**src/rtl/restador_display_if.sv**
```systemverilog
// Signal bundle between the add/subtract unit (master) and the display stage (slave).
// Handshake: valid is sampled only while busy is low; a strobe seen while busy is dropped.
interface restador_display_if;
  logic       valid;
  logic       sel;
  logic [3:0] resultado;
  logic       signo;
  logic       c_out;
  logic       busy;
  logic       done;
  logic [6:0] seg;
  logic [3:0] an;
  logic [1:0] state_dbg;

  modport master (
    output valid, sel, resultado, signo, c_out,
    input  busy, done, seg, an, state_dbg
  );

  modport slave (
    input  valid, sel, resultado, signo, c_out,
    output busy, done, seg, an, state_dbg
  );
endinterface

```
**src/rtl/restador_display.sv**
```systemverilog
// Captures the add/subtract result, converts it to BCD with shift-add-3 and
// drives a 4-digit multiplexed active-low seven-segment display.
module restador_display #(
  parameter int REFRESH_DIV = 50000
) (
  input logic              clk,
  input logic              rst_n,
  restador_display_if.slave bus
);

  typedef enum logic [1:0] {
    IDLE = 2'd0,
    CONV = 2'd1,
    UPD  = 2'd2
  } state_t;

  localparam int              CW    = $clog2(REFRESH_DIV);
  localparam logic [CW-1:0]   RLAST = CW'(REFRESH_DIV - 1);
  localparam logic [6:0]      BLANK = 7'b1111111;
  localparam logic [6:0]      MINUS = 7'b0111111;

  state_t      state, state_nx;
  logic [12:0] shreg, shreg_nx, adj;   // {tens, units, value}
  logic [2:0]  iter, iter_nx;
  logic        neg, neg_nx;
  logic [3:0]  tens, units;
  logic        neg_disp;
  logic        done_r;
  logic [CW-1:0] rcnt;
  logic [1:0]  didx;
  logic [6:0]  digit_seg, seg_r;
  logic [3:0]  an_r;

  function automatic logic [6:0] glyph(input logic [3:0] d);
    case (d)
      4'd0:    glyph = 7'b1000000;
      4'd1:    glyph = 7'b1111001;
      4'd2:    glyph = 7'b0100100;
      4'd3:    glyph = 7'b0110000;
      4'd4:    glyph = 7'b0011001;
      4'd5:    glyph = 7'b0010010;
      4'd6:    glyph = 7'b0000010;
      4'd7:    glyph = 7'b1111000;
      4'd8:    glyph = 7'b0000000;
      4'd9:    glyph = 7'b0010000;
      default: glyph = BLANK;
    endcase
  endfunction

  // Add-3 correction applied to both BCD nibbles before each shift
  always_comb begin
    adj = shreg;
    if (adj[8:5] >= 4'd5)  adj[8:5]  = adj[8:5] + 4'd3;
    if (adj[12:9] >= 4'd5) adj[12:9] = adj[12:9] + 4'd3;
  end

  always_comb begin
    state_nx = state;
    shreg_nx = shreg;
    iter_nx  = iter;
    neg_nx   = neg;
    case (state)
      IDLE: begin
        if (bus.valid) begin
          state_nx = CONV;
          shreg_nx = {8'd0, (bus.sel ? {1'b0, bus.resultado} : {bus.c_out, bus.resultado})};
          neg_nx   = bus.sel & bus.signo;
          iter_nx  = 3'd5;
        end
      end
      CONV: begin
        shreg_nx = adj << 1;
        iter_nx  = iter - 3'd1;
        if (iter == 3'd1) state_nx = UPD;
      end
      UPD:     state_nx = IDLE;
      default: state_nx = IDLE;
    endcase
  end

  always_ff @(posedge clk or negedge rst_n) begin
    if (!rst_n) begin
      state    <= IDLE;
      shreg    <= '0;
      iter     <= '0;
      neg      <= 1'b0;
      tens     <= '0;
      units    <= '0;
      neg_disp <= 1'b0;
      done_r   <= 1'b0;
    end else begin
      state  <= state_nx;
      shreg  <= shreg_nx;
      iter   <= iter_nx;
      neg    <= neg_nx;
      done_r <= (state == UPD);
      if (state == UPD) begin
        tens     <= shreg[12:9];
        units    <= shreg[8:5];
        neg_disp <= neg;
      end
    end
  end

  always_comb begin
    digit_seg = BLANK;
    case (didx)
      2'd0:    digit_seg = glyph(units);
      2'd1:    digit_seg = (tens == 4'd0) ? BLANK : glyph(tens);
      2'd2:    digit_seg = neg_disp ? MINUS : BLANK;
      default: digit_seg = BLANK;
    endcase
  end

  // Refresh scan runs freely; display updates never disturb it
  always_ff @(posedge clk or negedge rst_n) begin
    if (!rst_n) begin
      rcnt  <= '0;
      didx  <= 2'd0;
      an_r  <= 4'b1110;
      seg_r <= 7'b1000000;
    end else begin
      if (rcnt == RLAST) begin
        rcnt <= '0;
        didx <= didx + 2'd1;
      end else begin
        rcnt <= rcnt + 1'b1;
      end
      an_r  <= ~(4'b0001 << didx);
      seg_r <= digit_seg;
    end
  end

  assign bus.busy      = (state != IDLE);
  assign bus.done      = done_r;
  assign bus.seg       = seg_r;
  assign bus.an        = an_r;
  assign bus.state_dbg = state;

endmodule

```
**src/flat_wrapper.sv**
```systemverilog
// flat-port wrapper written by rule: the top's interface ports become plain ports
module restador_display_flat 
#(
  parameter int REFRESH_DIV = 50000
)
  (clk, rst_n, bus_valid, bus_sel, bus_resultado, bus_signo, bus_c_out, bus_busy, bus_done, bus_seg, bus_an, bus_state_dbg);
  restador_display_if bus_i ();
  input logic clk;
  input logic rst_n;
  input wire logic [$bits(bus_i.valid)-1:0] bus_valid;
  input wire logic [$bits(bus_i.sel)-1:0] bus_sel;
  input wire logic [$bits(bus_i.resultado)-1:0] bus_resultado;
  input wire logic [$bits(bus_i.signo)-1:0] bus_signo;
  input wire logic [$bits(bus_i.c_out)-1:0] bus_c_out;
  output wire logic [$bits(bus_i.busy)-1:0] bus_busy;
  output wire logic [$bits(bus_i.done)-1:0] bus_done;
  output wire logic [$bits(bus_i.seg)-1:0] bus_seg;
  output wire logic [$bits(bus_i.an)-1:0] bus_an;
  output wire logic [$bits(bus_i.state_dbg)-1:0] bus_state_dbg;
  assign bus_i.valid = bus_valid;
  assign bus_i.sel = bus_sel;
  assign bus_i.resultado = bus_resultado;
  assign bus_i.signo = bus_signo;
  assign bus_i.c_out = bus_c_out;
  assign bus_busy = bus_i.busy;
  assign bus_done = bus_i.done;
  assign bus_seg = bus_i.seg;
  assign bus_an = bus_i.an;
  assign bus_state_dbg = bus_i.state_dbg;
  restador_display #(.REFRESH_DIV(REFRESH_DIV)) u_core (.clk(clk), .rst_n(rst_n), .bus(bus_i));
endmodule
```
**config.mk**
```make
export PLATFORM = sky130hd
export DESIGN_NAME = restador_display_flat
export DESIGN_NICKNAME = d
export VERILOG_FILES = /design/src/rtl/restador_display_if.sv /design/src/rtl/restador_display.sv /design/src/flat_wrapper.sv
export SDC_FILE = /design/constraint.sdc
export NUM_CORES = 1
export LEC_CHECK = 0
export CORE_ASPECT_RATIO = 1.75
export CORE_MARGIN = 2
export CORE_UTILIZATION = 40
export CTS_CLUSTER_DIAMETER = 50
export CTS_CLUSTER_SIZE = 40
export DETAILED_ROUTE_END_ITERATION = 6
export MAX_ROUTING_LAYER = met4
export PLACE_DENSITY = 0.58
export SLEW_MARGIN = 20
export SYNTH_ARGS = -nofsm -noshare
export SYNTH_HDL_FRONTEND = slang
export SYNTH_SLANG_ARGS = --single-unit
```
**constraint.sdc**
```tcl
create_clock -name clk -period 1.84 [get_ports clk]
set_input_delay 0.368 -clock clk [delete_from_list [all_inputs] [get_ports clk]]
set_output_delay 0.368 -clock clk [all_outputs]
set_load 0.03 [all_outputs]
```
## After elaboration in Yosys (flattened, before gate mapping)

Memories as Yosys holds them, arrays and structs flattened.
Cells that the tools add are included.

- Flip-flop bits (word level): 58
- Latch bits: 0
- Memory bits (writable): 0
- ROM bits: 224
- Output and inout bits: 15
- Memories: 2

Memory list:

| memory | depth | width | rd ports | clocked after memory_dff | wr ports | line | text |
|---|---|---|---|---|---|---|---|
| (no name shown) | 16 | 7 | 1 | 0 | 0 | restador_display.sv:35 | `case (d)` |
| (no name shown) | 16 | 7 | 1 | 0 | 0 | restador_display.sv:35 |  |

- Add/subtract/negate cells: 5
- Multiply operators: 0
- Div/mod/pow operators: 0
- Magnitude comparators: 2
- Eq/ne operators: 8
- Shift operators: 1
- Mux-type cells: 14
- Bitwise gates (word level): 2
- Reductions and logical operators: 8

Operators with widths:

| cell | number |
|---|---|
| $pmux 13 s2 | 1 |
| $pmux 7 s3 | 1 |
| $add 16x1->16 const B | 1 |
| $eq 16x16->1 const B | 1 |
| $mux 16 | 1 |
| $mux 7 | 2 |
| $mux 13 | 1 |
| $ge 4x3->1 const B | 2 |
| $mux 3 | 2 |
| $pmux 3 s2 | 1 |
| $reduce_and 2->1 | 3 |
| $mux 5 | 1 |
| $add 4x2->4 const B | 1 |
| $eq 2x1->1 const B | 2 |
| $eq 2x2->1 const B | 2 |
| $logic_not 2->1 | 2 |
| $logic_not 4->1 | 1 |
| $mux 2 | 2 |
| $mux 4 | 1 |
| $not 4->4 | 1 |
| $pmux 2 s2 | 1 |
| $reduce_bool 2->1 | 2 |
| $shl 1x2->4 const A | 1 |
| $add 3x2->3 const B | 1 |
| other kinds (6) | 6 |

## Longest topological paths before layout

Gate-level depths: netlist of the first run.

- Depth after elaboration: 3
- Depth in mapped cells: 6
- Depth with buffers taken out: 6

## Least setup slack after synthesis of the first run

No wires, ideal clock.

- Path type: flip-flop to flip-flop
- Start point: register u_core.shreg[5]
- End point: register u_core.shreg[7]
- Setup time: 83 ps
- Arrival time: 1431 ps
- Required time: 1757 ps
- Path slack: 326 ps
- Stages on the path, launching flop included: 7
- Buffers on the path: 0
- Cell sequence: dfrtp_1 -> inv_1 -> ha_1 -> nand2b_1 -> a21oi_1 -> mux2_2 -> o21ai_0

- Cells in the longest elaborated chain, start to end: 3
- Elaborated cells between the ends (all ways): 4
- Those cells by class: add/sub: 1; order compare: 1; mux: 2

Ends and longest elaborated chain:

| item | line | text |
|---|---|---|
| start, declared | restador_display.sv:23 | `logic [12:0] shreg, shreg_nx, adj;` |
| start signal, assigned | restador_display.sv:93 | `shreg <= shreg_nx;` |
| $add 4x2->4 or $ge 4x3->1 (tied branches) | restador_display.sv:53 | `if (adj[8:5] >= 4'd5) adj[8:5] = adj[8:5] + 4'd3;` |
| $mux 4 (*) | restador_display.sv:53 |  |
| $pmux 13 s2 (*) | restador_display.sv:62 | `case (state)` |

Every way passes the cells marked *; elsewhere a longest branch is shown, timed or not.
A chain may end at the register's enable or synchronous reset.

## Final worst setup path of the first run

- Start point: register u_core.state[1], in the netlist u_core.bus.state_dbg[1]
- End point: output port bus_state_dbg[1]

RTL lines:

| item | line | text |
|---|---|---|
| start, declared | restador_display.sv:22 | `state_t state, state_nx;` |
| start signal, assigned | restador_display.sv:92 | `state <= state_nx;` |
| end, declared | flat_wrapper.sv:19 | `output wire logic [$bits(bus_i.state_dbg)-1:0] bus_state_dbg;` |

No word-level cell between the ends.

==> qor.txt, run 1 <==
GPL Wtd Cong = 0.767
total leakage power = 1.65 nW
final wirelength = 5510 um
antenna violations before repair = 0
share of synthesized registers carrying an async set or reset = 1.00
area delta synth->final = 22.7%
Seq/Total Area, Yosys = 0.489
Layout fillers = 669
cell family with most CP delay = buffers and inverters
core footprint = 0.00723 mm2
Yosys cell types = 44
Total GRT Usage = 0.154
CP required = 1.47 ns
vias in the first global route = 2,151
Via Count = 2,145
Final nets = 357
Worst Max-Slew Pin Slew = 0.375 ns
Tcrit/Tclk final = 0.947
R2R Setup Slk = 0.18 ns
Data arrival, critical path = 1.37 ns
root buffer cell = clkbuf_16
path type of the worst min-delay path = input pin to async pin
Syn Nets = 321
Final Util = 0.505
drt wl/cell = 13.3 um
Worst Setup SP = u_core.bus.state_dbg[1]
Slew Limit Fails = 0
Max Cap Violations = 0
CTS max path bufs = 2
Starting DRT DRC Count = 71
Clock Skews = 0.00501 ns
critical-path maximum fanout = 3
clock transition at the registers of the reported paths = 0.05 ns
Buf/Inv on CP = 1
top_reg_cell synth = dfrtp_1
DP Wirelength = 3990 um
Syn Area/Cell = 10.3 um2
Power per Cell Area = 1430 mW/mm2
outcome = finished clean
VDD IR max = 0.000768 V
mapped cell area = 0.00298 mm2
# IOs = 25
Post-CTS Repair Setup Buffers = 0
drt pass-1 iters = 4
via/cell ratio = 5.17
final hold vios = 0
Worst setup SP type = flip-flop
reg2reg path depth = 6
chip height = 118 um
Setup Crit Path Kind = flip-flop to output port
Cells after Synth = 288
worst setup path end = bus_state_dbg[1]
largest net degree at the start of global routing = 59
Yosys reg bits = 58
layout cells sized above 1 = 0.137
crit path max-delay cell type = clkdlybuf4s50_1
# rows = 41
Crit. path cell count = 1
Worst R2R End = u_core.bus.seg[4]
Max Clock Freq = 574 MHz
final setup vio count = 0
CP peak stage delay = 0.70 ns
# DRC = 0
first-pass GRT wire length = 9740 um
Post-synth EDFFs = 0
H-tree depth = 3
CTS buffer count = 9
pre-CTS setup slack = 0.147 ns
Seq. cell area = 0.00146 mm2
total number of yosys warnings = 0
Clock Latency Late Sink = 0.33 ns
Post-DRT Antenna Nets = 0
Setup TNS = 0 ns
clk sinks = 58
starting density of the core = 0.412
total gr overflow = 0
Die X = 69.2 um
TritonCTS clock tree = done
worst rel slew slack = 0.749
worst-path cell chain = clkdlybuf4s50_1
Reg-to-Reg Start = u_core.tens[1]
RSZ-0062 raised after global routing = false
CP Capture Type = output port
Setup WS post-layout = 0.0984 ns
multi-input logic area = 0.00138 mm2
Ant. Diodes = 0
IO Port Bufs = 24
die area = 0.00817 mm2
final period demand of the worst path = 1.74 ns
## cells in the mapped netlist (all sizes together) (2+ instances only)
master | count | share of area
or2 | 2 | 0.0050
and3 | 2 | 0.0042
a211oi | 3 | 0.0076
nor2b | 4 | 0.0084
nor2 | 22 | 0.030
o211ai | 4 | 0.010
a22o | 2 | 0.0059
nor3 | 8 | 0.015
nor4 | 4 | 0.013
mux2 | 5 | 0.019
xor2 | 8 | 0.024
dfrtp | 54 | 0.45
inv | 26 | 0.033
dfstp | 4 | 0.035
nand3 | 9 | 0.017
clkbuf | 2 | 0.0025
a22oi | 10 | 0.025
o221ai | 4 | 0.012
nand2b | 4 | 0.0084
nand4 | 5 | 0.016
buf | 6 | 0.012
a21oi | 9 | 0.015
ha | 23 | 0.097
xnor2 | 11 | 0.032
nand3b | 2 | 0.0050
o21ai | 25 | 0.042
nand2 | 20 | 0.025
## kinds of logic (layout without fill, tap and decap cells)
kind of cell	after synthesis	count (layout)	synth area share
and+or+nand+nor	83	83	0.149
buffers and inverters	34	75	0.0475
adders and majority gates	23	23	0.0967
DFF	58	58	0.489
xor gates and xnor gates	19	19	0.0559
muxes	6	6	0.0223
AOI/OAI and AO/OA	65	65	0.140
## per-stage QoR
stage	hold WS, ns	cells	area (um2)	power, mW
6_report	0.0315	415	3650	5.21
5_1_grt	0.0628	415	3650	5.59
4_1_cts	0.0443	415	3650	5.29
3_5_place_dp	0.398	399	3360	3.65
3_3_place_gp	0.399	399	3360	3.61
2_1_floorplan	0.0724	288	2980	3.07
## layout make-up
type,instances,share of cell area
well taps,86,0.0295
repair buffers,33,0.0843
multi-input cells,196,0.378
flip-flops and latches,58,0.399
clock buffers,15,0.0816
clock inverters,1,0.00137
inverters,26,0.0267
## routing by layer
layer	up-vias	wire, um	global-route usage
li1	1072	-	-
met1	1011	2250	0.162
met2	45	2850	0.256
met3	17	148	0.0240
met4	0	259	0.113
met5	-	0	-
## cells in the final DEF (no fill, tap or decap), types with 3 or more instances in the layout
master / n
a211oi_1: 3
a21oi_1: 9
a22oi_1: 10
buf_4: 8
clkbuf_16: 9
clkbuf_8: 5
clkdlybuf4s50_1: 17
dfrtp_1: 54
dfstp_2: 4
dlygate4sd2_1: 6
ha_1: 23
inv_1: 26
mux2_2: 5
nand2_1: 20
nand2b_1: 4
nand3_1: 8
nand4_1: 4
nor2_1: 19
nor2_2: 3
nor2b_1: 4
nor3_1: 7
o211ai_1: 4
o21ai_0: 25
o221ai_1: 4
xnor2_1: 11
xor2_1: 8
## registers in the layout (all words and copies together) (netlist names)
name and count:
u_core.bus.an 4, u_core.bus.done 1, u_core.bus.seg 7, u_core.bus.state_dbg 2, u_core.didx 2, u_core.iter 3
u_core.neg 1, u_core.neg_disp 1, u_core.rcnt 16, u_core.shreg 13, u_core.tens 4, u_core.units 4
## power breakdown
group	switching (mW)	internal, mW	total (mW)
sequential	0.271	1.59	1.86
combinational	0.960	0.766	1.73
clock	0.535	1.09	1.63
## how the worst min path moves through the flow
stage / from / to / slack (ns) / cells past startpoint
2_1_floorplan: rst_n / u_core.bus.an[0] / 0.07 / 0
3_3_place_gp: rst_n / u_core.tens[1] / 0.40 / 2
3_5_place_dp: rst_n / u_core.tens[1] / 0.40 / 2
4_1_cts: rst_n / u_core.iter[0] / 0.04 / 2
5_1_grt: rst_n / u_core.iter[0] / 0.06 / 2
6_report: rst_n / u_core.tens[1] / 0.03 / 2
## what timing repair did
action                     4_1_cts  5_1_grt
setup endpoints to repair        6        0
gates resized for setup          6        0
hold buffers                     0        0
Note: power is estimated with default switching activity, not from simulation.
==> inputs of run 2 (changes only) <==
- TNS_END_PERCENT: not set -> 30
==> results of run 2 <==
Same layout as run 1: the final DEF is identical, and so are final timing and power.
